**src/rtl/hazard_ctrl.sv**
```systemverilog
// Pipeline hazard controller: stall/flush sequencing, mul/div register scoreboard,
// and WB write-port arbitration with starvation-driven slot stealing.
module hazard_ctrl #(
    parameter int unsigned STARVE_LIMIT = 4
) (
    input  logic        i_clk,
    input  logic        i_reset,
    input  logic [4:0]  i_rs1_id,
    input  logic [4:0]  i_rs2_id,
    input  logic        i_rs1_used_id,
    input  logic        i_rs2_used_id,
    input  logic [4:0]  i_rd_id,
    input  logic        i_reg_write_id,
    input  logic        i_long_op_id,
    input  logic [4:0]  i_rd_exe,
    input  logic        i_mem_read_exe,
    input  logic        i_reg_write_exe,
    input  logic        i_div_issue,
    input  logic [4:0]  i_div_rd,
    input  logic        i_div_busy,
    input  logic        i_div_wb_req,
    input  logic [4:0]  i_div_wb_rd,
    input  logic        i_reg_write_wb,
    input  logic        i_branch_taken_exe,
    input  logic        i_dmem_stall,
    output logic        o_stall_if,
    output logic        o_stall_id,
    output logic        o_stall_exe,
    output logic        o_stall_mem,
    output logic        o_flush_id,
    output logic        o_flush_exe,
    output logic        o_flush_wb,
    output logic        o_div_wb_grant,
    output logic [31:0] o_pending,
    output logic [31:0] o_stall_count
);

    localparam logic [4:0] LimitC = 5'(STARVE_LIMIT);

    typedef enum logic [1:0] {StIdle, StWait, StSteal, StGrant} arb_state_e;

    arb_state_e  r_state;
    arb_state_e  w_state_next;
    logic [4:0]  r_cnt;
    logic [4:0]  w_cnt_next;
    logic [4:0]  w_cnt_base;
    logic [4:0]  w_cnt_inc;
    logic [4:0]  w_cnt_sat;
    logic        w_grant_raw;
    logic        w_steal;

    logic [31:0] r_pending;
    logic [31:0] w_pending_next;
    logic [31:0] w_set_mask;
    logic [31:0] w_clr_mask;
    logic [31:0] r_stall_count;

    logic        w_load_use;
    logic        w_raw;
    logic        w_waw;
    logic        w_struct;
    logic        w_hazard;

    // Denied-cycle count: a fresh denial out of IDLE counts as the first one.
    assign w_cnt_base = (r_state == StWait) ? r_cnt : 5'd0;
    assign w_cnt_inc  = w_cnt_base + 5'd1;
    assign w_cnt_sat  = (w_cnt_inc >= LimitC) ? LimitC : w_cnt_inc;
    assign w_steal    = (r_state == StSteal);

    // WB arbiter next-state, starvation counter and raw grant.
    always_comb begin
        w_state_next = r_state;
        w_cnt_next   = r_cnt;
        w_grant_raw  = 1'b0;
        unique case (r_state)
            StIdle, StWait: begin
                if (!i_div_wb_req) begin
                    w_state_next = StIdle;
                    w_cnt_next   = 5'd0;
                end else if (!i_reg_write_wb) begin
                    w_grant_raw  = 1'b1;
                    w_state_next = StIdle;
                    w_cnt_next   = 5'd0;
                end else begin
                    // A data-memory stall holds off the steal; the count just saturates.
                    w_cnt_next   = w_cnt_sat;
                    w_state_next = (w_cnt_sat >= LimitC && !i_dmem_stall) ? StSteal : StWait;
                end
            end
            StSteal: begin
                w_state_next = StGrant;
                w_cnt_next   = 5'd0;
            end
            StGrant: begin
                // The stolen slot leaves WB empty, so the result can always write now.
                w_grant_raw  = i_div_wb_req;
                w_state_next = StIdle;
                w_cnt_next   = 5'd0;
            end
            default: begin
                w_state_next = StIdle;
                w_cnt_next   = 5'd0;
            end
        endcase
    end

    // ID-stage hazard detection against EXE load, scoreboard and the mul/div unit.
    always_comb begin
        w_load_use = i_mem_read_exe && i_reg_write_exe && (i_rd_exe != 5'd0) &&
                     ((i_rs1_used_id && (i_rs1_id == i_rd_exe)) ||
                      (i_rs2_used_id && (i_rs2_id == i_rd_exe)));
        w_raw      = (i_rs1_used_id && r_pending[i_rs1_id]) ||
                     (i_rs2_used_id && r_pending[i_rs2_id]);
        w_waw      = i_reg_write_id && (i_rd_id != 5'd0) && r_pending[i_rd_id];
        w_struct   = i_long_op_id && (i_div_busy || i_div_issue);
        w_hazard   = w_load_use || w_raw || w_waw || w_struct;
    end

    // Prioritised stall/flush/grant outputs; everything is quiet while in reset.
    always_comb begin
        o_stall_if     = 1'b0;
        o_stall_id     = 1'b0;
        o_stall_exe    = 1'b0;
        o_stall_mem    = 1'b0;
        o_flush_id     = 1'b0;
        o_flush_exe    = 1'b0;
        o_flush_wb     = 1'b0;
        o_div_wb_grant = 1'b0;
        if (!i_reset) begin
            o_div_wb_grant = w_grant_raw;
            if (i_dmem_stall || w_steal) begin
                o_stall_if  = 1'b1;
                o_stall_id  = 1'b1;
                o_stall_exe = 1'b1;
                o_stall_mem = 1'b1;
                o_flush_wb  = 1'b1;
            end else if (i_branch_taken_exe) begin
                o_flush_id  = 1'b1;
                o_flush_exe = 1'b1;
            end else if (w_hazard) begin
                o_stall_if  = 1'b1;
                o_stall_id  = 1'b1;
                o_flush_exe = 1'b1;
            end
        end
    end

    // Scoreboard next value: set wins over clear, x0 never pends.
    always_comb begin
        w_set_mask = 32'd0;
        w_clr_mask = 32'd0;
        if (i_div_issue && (i_div_rd != 5'd0) && !o_stall_exe) begin
            w_set_mask = 32'd1 << i_div_rd;
        end
        if (o_div_wb_grant) begin
            w_clr_mask = 32'd1 << i_div_wb_rd;
        end
        w_pending_next    = (r_pending & ~w_clr_mask) | w_set_mask;
        w_pending_next[0] = 1'b0;
    end

    // State registers: arbiter, scoreboard and stall counter.
    always_ff @(posedge i_clk) begin
        if (i_reset) begin
            r_state       <= StIdle;
            r_cnt         <= 5'd0;
            r_pending     <= 32'd0;
            r_stall_count <= 32'd0;
        end else begin
            r_state   <= w_state_next;
            r_cnt     <= w_cnt_next;
            r_pending <= w_pending_next;
            if (o_stall_id) begin
                r_stall_count <= r_stall_count + 32'd1;
            end
        end
    end

    assign o_pending     = r_pending;
    assign o_stall_count = r_stall_count;

endmodule

```
**config.mk**
```make
export PLATFORM = sky130hd
export DESIGN_NAME = hazard_ctrl
export DESIGN_NICKNAME = d
export VERILOG_FILES = /design/src/rtl/hazard_ctrl.sv
export SDC_FILE = /design/constraint.sdc
export NUM_CORES = 1
export LEC_CHECK = 0
export ABC_CLOCK_PERIOD_IN_PS = 2250
export BUFFER_PORTS_ARGS = -buffer_cell sky130_fd_sc_hd__buf_2
export CORE_ASPECT_RATIO = 0.75
export CORE_MARGIN = 2
export CORE_UTILIZATION = 48
export CTS_CLUSTER_SIZE = 25
export DETAILED_ROUTE_END_ITERATION = 8
export PLACE_DENSITY = 0.83
export SLEW_MARGIN = 5
export SYNTH_ARGS = -nofsm -noshare
export SYNTH_HDL_FRONTEND = slang
export SYNTH_SLANG_ARGS = --single-unit
```
**constraint.sdc**
```tcl
create_clock -name i_clk -period 2.25 [get_ports i_clk]
set_clock_uncertainty 0.05 [all_clocks]
set_input_delay 0.1125 -clock i_clk [delete_from_list [all_inputs] [get_ports i_clk]]
set_output_delay 0.1125 -clock i_clk [all_outputs]
set_load 0.01 [all_outputs]
```
### Word level (Yosys, flattened, before mapping)

Cells that the tools add are included.

| storage, ports and cells | value |
|---|---|
| register bits after elaboration | 71 |
| input port bits | 44 |
| word-level logic and storage cells | 83 |

| operators by class | value |
|---|---|
| muxes and demuxes | 33 |
| add/sub/neg operators | 2 |
| magnitude comparators | 5 |
| reductions and logical operators | 28 |
| shift-type cells | 2 |
| bitwise operators | 3 |
| eq/ne operators | 5 |

Operators by type and width:

| cell | number |
|---|---|
| $mux W32 | 2 |
| $shl A1 B5 Y32 const A | 2 |
| $add A32 B1 Y32 const B | 1 |
| $and A32 B32 Y32 | 1 |
| $not A32 Y32 | 1 |
| $or A32 B32 Y32 | 1 |
| $mux W5 | 4 |
| $lt A5 B6 Y1 const B | 3 |
| $mux W1 | 18 |
| $bmux W1 S5 | 3 |
| $reduce_bool A5 Y1 | 3 |
| $logic_and A1 B1 Y1 | 13 |
| $eq A5 B5 Y1 | 2 |
| $ge A5 B3 Y1 const B | 2 |
| $pmux W5 S2 | 1 |
| $logic_or A1 B1 Y1 | 7 |
| $mux W2 | 3 |
| $pmux W2 S3 | 1 |
| $add A5 B1 Y5 const B | 1 |
| $eq A2 B2 Y1 const B | 2 |
| $reduce_or A2 Y1 | 2 |
| $eq A2 B1 Y1 const B | 1 |
| $logic_not A1 Y1 | 2 |
| $logic_not A2 Y1 | 1 |
| $pmux W1 S2 | 1 |

### Longest topological paths before layout

| logic depth | value |
|---|---|
| depth after elaboration | 11 |
| gate-level depth with buffers | 10 |
| gate-level depth less buffers | 8 |

### Worst setup path before layout

OpenSTA, ideal clock, no wires.

| timing path | value |
|---|---|
| kind | register to register |
| start | register r_pending[21] (netlist: o_pending[21]) |
| end | register r_stall_count[12] (netlist: o_stall_count[12]) |
| setup time | 121 ps |
| stages on the path, launching flop included | 10 |
| buffers on the path | 1 |
| clock period less this slack | 2,407 ps |
| slack | -157 ps |
| data arrival time | 2,236 ps |
| data required time | 2,079 ps |
| path through | dfxtp_1 > mux4_1 > mux2_2 > o21ai_2 > a211o_2 > nand3_4 > a211oi_4 > buf_6 > nor3_2 > mux2_4 |

| between the ends | value |
|---|---|
| cells in the longest elaborated chain, start to end | 11 |

RTL lines:

| element | line | RTL |
|---|---|---|
| start, declared | 52 | `logic [31:0] r_pending;` |
| start signal, assigned | 172 | `r_pending <= w_pending_next;` |
| $bmux W1 S5 (on tied branches) | 112, 113 |  |
| $mux W1 (on tied branches) | 112, 113 |  |
| $logic_and A1 B1 Y1 (on tied branches) | 112, 113 |  |
| $logic_or A1 B1 Y1 | 112 | `w_raw = (i_rs1_used_id && r_pending[i_rs1_id]) \|\|` |
| $logic_or A1 B1 Y1 | 116 | `w_hazard = w_load_use \|\| w_raw \|\| w_waw \|\| w_struct;` |
| $logic_or A1 B1 Y1 * (2 in series) | 116 |  |
| $mux W1 * | 140 | `end else if (w_hazard) begin` |
| $mux W1 * | 137 | `end else if (i_branch_taken_exe) begin` |
| $mux W1 * | 131 | `if (i_dmem_stall \|\| w_steal) begin` |
| $mux W1 * | 129 | `if (!i_reset) begin` |
| end signal, assigned | 174 | `r_stall_count <= r_stall_count + 32'd1;` |
| end, declared | 56 | `logic [31:0] r_stall_count;` |

Every way passes the cells marked *; elsewhere a longest branch is shown, timed or not. The select of a mux whose other input is x is not followed.
A chain may end at the register's enable or synchronous reset.

### Worst setup path in the final report

| timing path | value |
|---|---|
| start | register r_pending[27] (netlist: o_pending[27]) |
| end | output port o_flush_exe |

| between the ends | value |
|---|---|
| cells in the longest elaborated chain, start to end | 11 |

RTL lines:

| element | line | RTL |
|---|---|---|
| $bmux W1 S5 (on tied branches) | 112, 113 |  |
| $mux W1 (on tied branches) | 112, 113 |  |
| $logic_and A1 B1 Y1 (on tied branches) | 112, 113 |  |
| $logic_or A1 B1 Y1 | 112 |  |
| $logic_or A1 B1 Y1 | 116 |  |
| $logic_or A1 B1 Y1 * (2 in series) | 116 |  |
| $mux W1 * | 140 |  |
| $mux W1 * | 137 |  |
| $mux W1 * | 131 |  |
| $mux W1 * | 129 |  |
| end, declared | 31 | `output logic o_flush_exe,` |

Marked as above.

==> impl_metrics.ini <==
[final_layout]
final_cell_mix = buf_2 (114), buf_4 (80), nand2_1 (55), a21oi_1 (44), dfxtp_1 (41)
nFillCells = 571
syn2layout_area_growth_pct = 46.5
postLayoutCellArea_um2 = 6320
utilization_pct = 73.5
mostFrequentLayoutCell = buf_2
n_antenna_cell = 0
drive_above_1_share_pct = 49.2
nets = 744

[power]
power_density_nw_per_um2 = 492
clockPowerShare_pct = 44.9
internal_power_mw = 2.30
leakage_nw = 2.61
combPwrFrac_pct = 14.4
switchingPower_uw = 809
seqPwrFrac_pct = 40.7
ir_worst_vdd_mv = 0.304
p_sw_share_pct = 26.1

[logic_synthesis]
synth_edf_count = 0
yosysSeqAreaShare_pct = 32.5
ys.flop_type = dfxtp_1
ys.warnings.count = 0
synth_cells = 510
ys_seq_elements = 70
netlist_area_um2 = 4310
synthTopCellsByArea = dfxtp_1 (33%), a21oi_1 (6.7%), o21ai_0 (5.6%)
yosys.area.top_type = dfxtp_1
synth.distinct_cells = 60
synth_area_per_cell_um2 = 8.45
async_reset_ff_share_pct = 0
synth_top_cell_area_share_pct = 32.5

[critical_path]
r2r_start = o_pending[8]
worstSetupPathType = reg2out
worstPathArrival_ns = 2.41
slowest_stage = mux4_2
cp-start-kind = register
r2r_end = o_stall_count[31]
critPathLaunch = o_pending[27]
rr_worst_depth = 10
cp_num_buf_inv = 2
cp.depth = 10
endpoint = o_flush_exe
cp-end-kind = primary output
path_cells = mux4_2 > nor2_2 > o41ai_2 > a41oi_1 > buf_4 > and3_4 > nand2_1 > nor2_1 > nor3_1 > buf_2
cp_max_fo = 3
max_stage_delay_ns = 0.48
worstPathRequired_ns = 2.09
rrSetupSlack_ns = -0.31
crit_family = simple AND/OR/NAND/NOR gates

[sta]
setup_viol = 34
slew_viol_final = 0
worst_slack_ns = -0.323
rsz0062_at_grt = yes
finalWorstPathRequiredPeriod_ns = 2.57
worst_pin_slew_ns = 0.749
hold_violations = 0
fin_crit_sh_pct = 114
slew_headroom_pct = 50.0
fmax_mhz = 389

[cts]
clockBufferDepth = 2
cts_tree = built
cts_sinks = 70
cts-root-buf = clkbuf_16
h-tree-depth = 3
cts_made_buffers = 9
clk_pin_slew_ns = 0.06
clk_latency_ns = 0.33

[status]
violations = negative setup slack
status = finished with violations

[floorplan]
die-height_um = 86.1
io_pins = 116
rows = 29
die_area_um2 = 9760
fp.dieW_um = 113
start_util_pct = 50.1
coreArea_um2 = 8600

[drt]
ant_nets = 0
avgViaCountPerCell = 6.38
firstDrtPassIters = 6
wl_per_cell_um = 20.4
first_iter_violations = 629
wirelength_um = 16600
num_vias = 5173
drc = 0

[placement]
dp_hpwl_um = 10800
globalplace.congestion = 0.970
placed_area_um2 = 5490
portBuffers = 114

[grt]
grtUsageTotal_pct = 32.5
first_global_vias = 4939
grt_max_degree = 45
antenna_found_initial = 0
grt_pass1_wl_um = 24900
gr-total-overflow = 0

[flow_run]
maxCapViolCount = 0

[hold_path]
min_path_type = in2reg
min_path_cells = 4
power by group through the flow:
| stage | sequential [mW] | clock (mW) | combinational [mW] |
|---|---|---|---|
| after CTS | 1.27 | 1.39 | 0.410 |
| after floorplan | 1.30 | 0 | 0.214 |
| final | 1.27 | 1.39 | 0.446 |
| after global routing | 1.27 | 1.45 | 0.474 |
| after global placement | 1.30 | 0 | 0.372 |
| after detailed placement | 1.30 | 0 | 0.382 |
state kept, by name, summed over array words and instances, names as in the netlist:
name           count
o_stall_count     32
o_pending         31
r_cnt              5
r_state            2
stage by stage:
stage | TNS, ns | instances | setup WS, ns | total power, mW | hold slack [ns]
2_1_floorplan | -0.422 | 512 | -0.143 | 1.51 | 0.183
4_1_cts | -8.33 | 810 | -0.305 | 3.07 | 0.116
3_5_place_dp | -6.70 | 780 | -0.304 | 1.68 | 0.321
6_report | -7.05 | 811 | -0.323 | 3.11 | 0.117
3_3_place_gp | -5.03 | 780 | -0.290 | 1.67 | 0.312
5_1_grt | -9.73 | 811 | -0.371 | 3.19 | 0.160
cell usage after synthesis (all sizes together) (2+ instances only):
| cell | count |
|---|---|
| or4 | 10 |
| or2 | 2 |
| o31ai | 12 |
| buf | 18 |
| nor2b | 15 |
| nand2 | 56 |
| nor3 | 16 |
| a311oi | 3 |
| nor2 | 22 |
| o22ai | 4 |
| mux2 | 12 |
| o21ba | 2 |
| mux2i | 14 |
| o31a | 2 |
| nand2b | 17 |
| a211oi | 2 |
| dfxtp | 70 |
| nand3b | 5 |
| clkbuf | 14 |
| a21oi | 58 |
| o21ai | 50 |
| or3 | 16 |
| and2 | 3 |
| nor3b | 2 |
| inv | 11 |
| xnor2 | 12 |
| and3 | 4 |
| a22oi | 2 |
| and4 | 2 |
| a221oi | 2 |
| nor4 | 3 |
| mux4 | 14 |
| nand3 | 13 |
| nand4 | 8 |
what timing repair did:
item	4_1_cts	5_1_grt
hold endpoints to repair	1	0
buffers inserted	10	6
cloned	4	1
setup endpoints to repair	35	41
hold buffers	1	0
gates resized for setup	48	65
pin swaps	16	44
metal layers:
layer	vias up	GRT usage, %	share of wire, %
met2	377	51.7	45
li1	2259	-	-
met4	0	12.9	4.9
met3	99	6.78	11
met5	-	0	0
met1	2438	43.5	39
worst min-delay path by stage:
| stage | from | to |
|---|---|---|
| global placement | i_dmem_stall | r_state[1] |
| CTS | i_div_rd[4] | o_pending[13] |
| global route | i_div_rd[4] | o_pending[12] |
| finish | i_div_rd[4] | o_pending[13] |
| floorplan | i_dmem_stall | r_state[1] |
| detailed placement | i_dmem_stall | r_state[1] |
area by class of cell:
cell class / instances / area [µm²] / area share, %
clock buffers: 9 / 225 / 3.57
multi-input cells: 399 / 3010 / 47.7
clock inverters: 6 / 62.6 / 0.990
flip-flops and latches: 70 / 1460 / 23.0
inverters: 11 / 41.3 / 0.654
repair buffers: 208 / 1390 / 22.0
well taps: 108 / 135 / 2.14
tightest hold or removal path, cell delays in order:
cell and delay, ns:
buf_2 0.12, nor3_1 0.10, nand2_1 0.08, a21oi_1 0.05
kinds of logic (layout without fill, tap and decap cells):
kind of cell | after synthesis | in the layout | synth area share [%]
AOI/OAI and AO/OA | 146 | 146 | 20.7
xor gates and xnor gates | 12 | 12 | 2.44
adders and majority gates | 1 | 1 | 0.290
buffers and inverters | 43 | 234 | 5.05
DFF | 70 | 70 | 32.5
muxes | 40 | 40 | 14.2
other | 1 | 3 | 0.0870
and+or+nand+nor | 197 | 197 | 24.8
(Power assumes the default switching activity.)
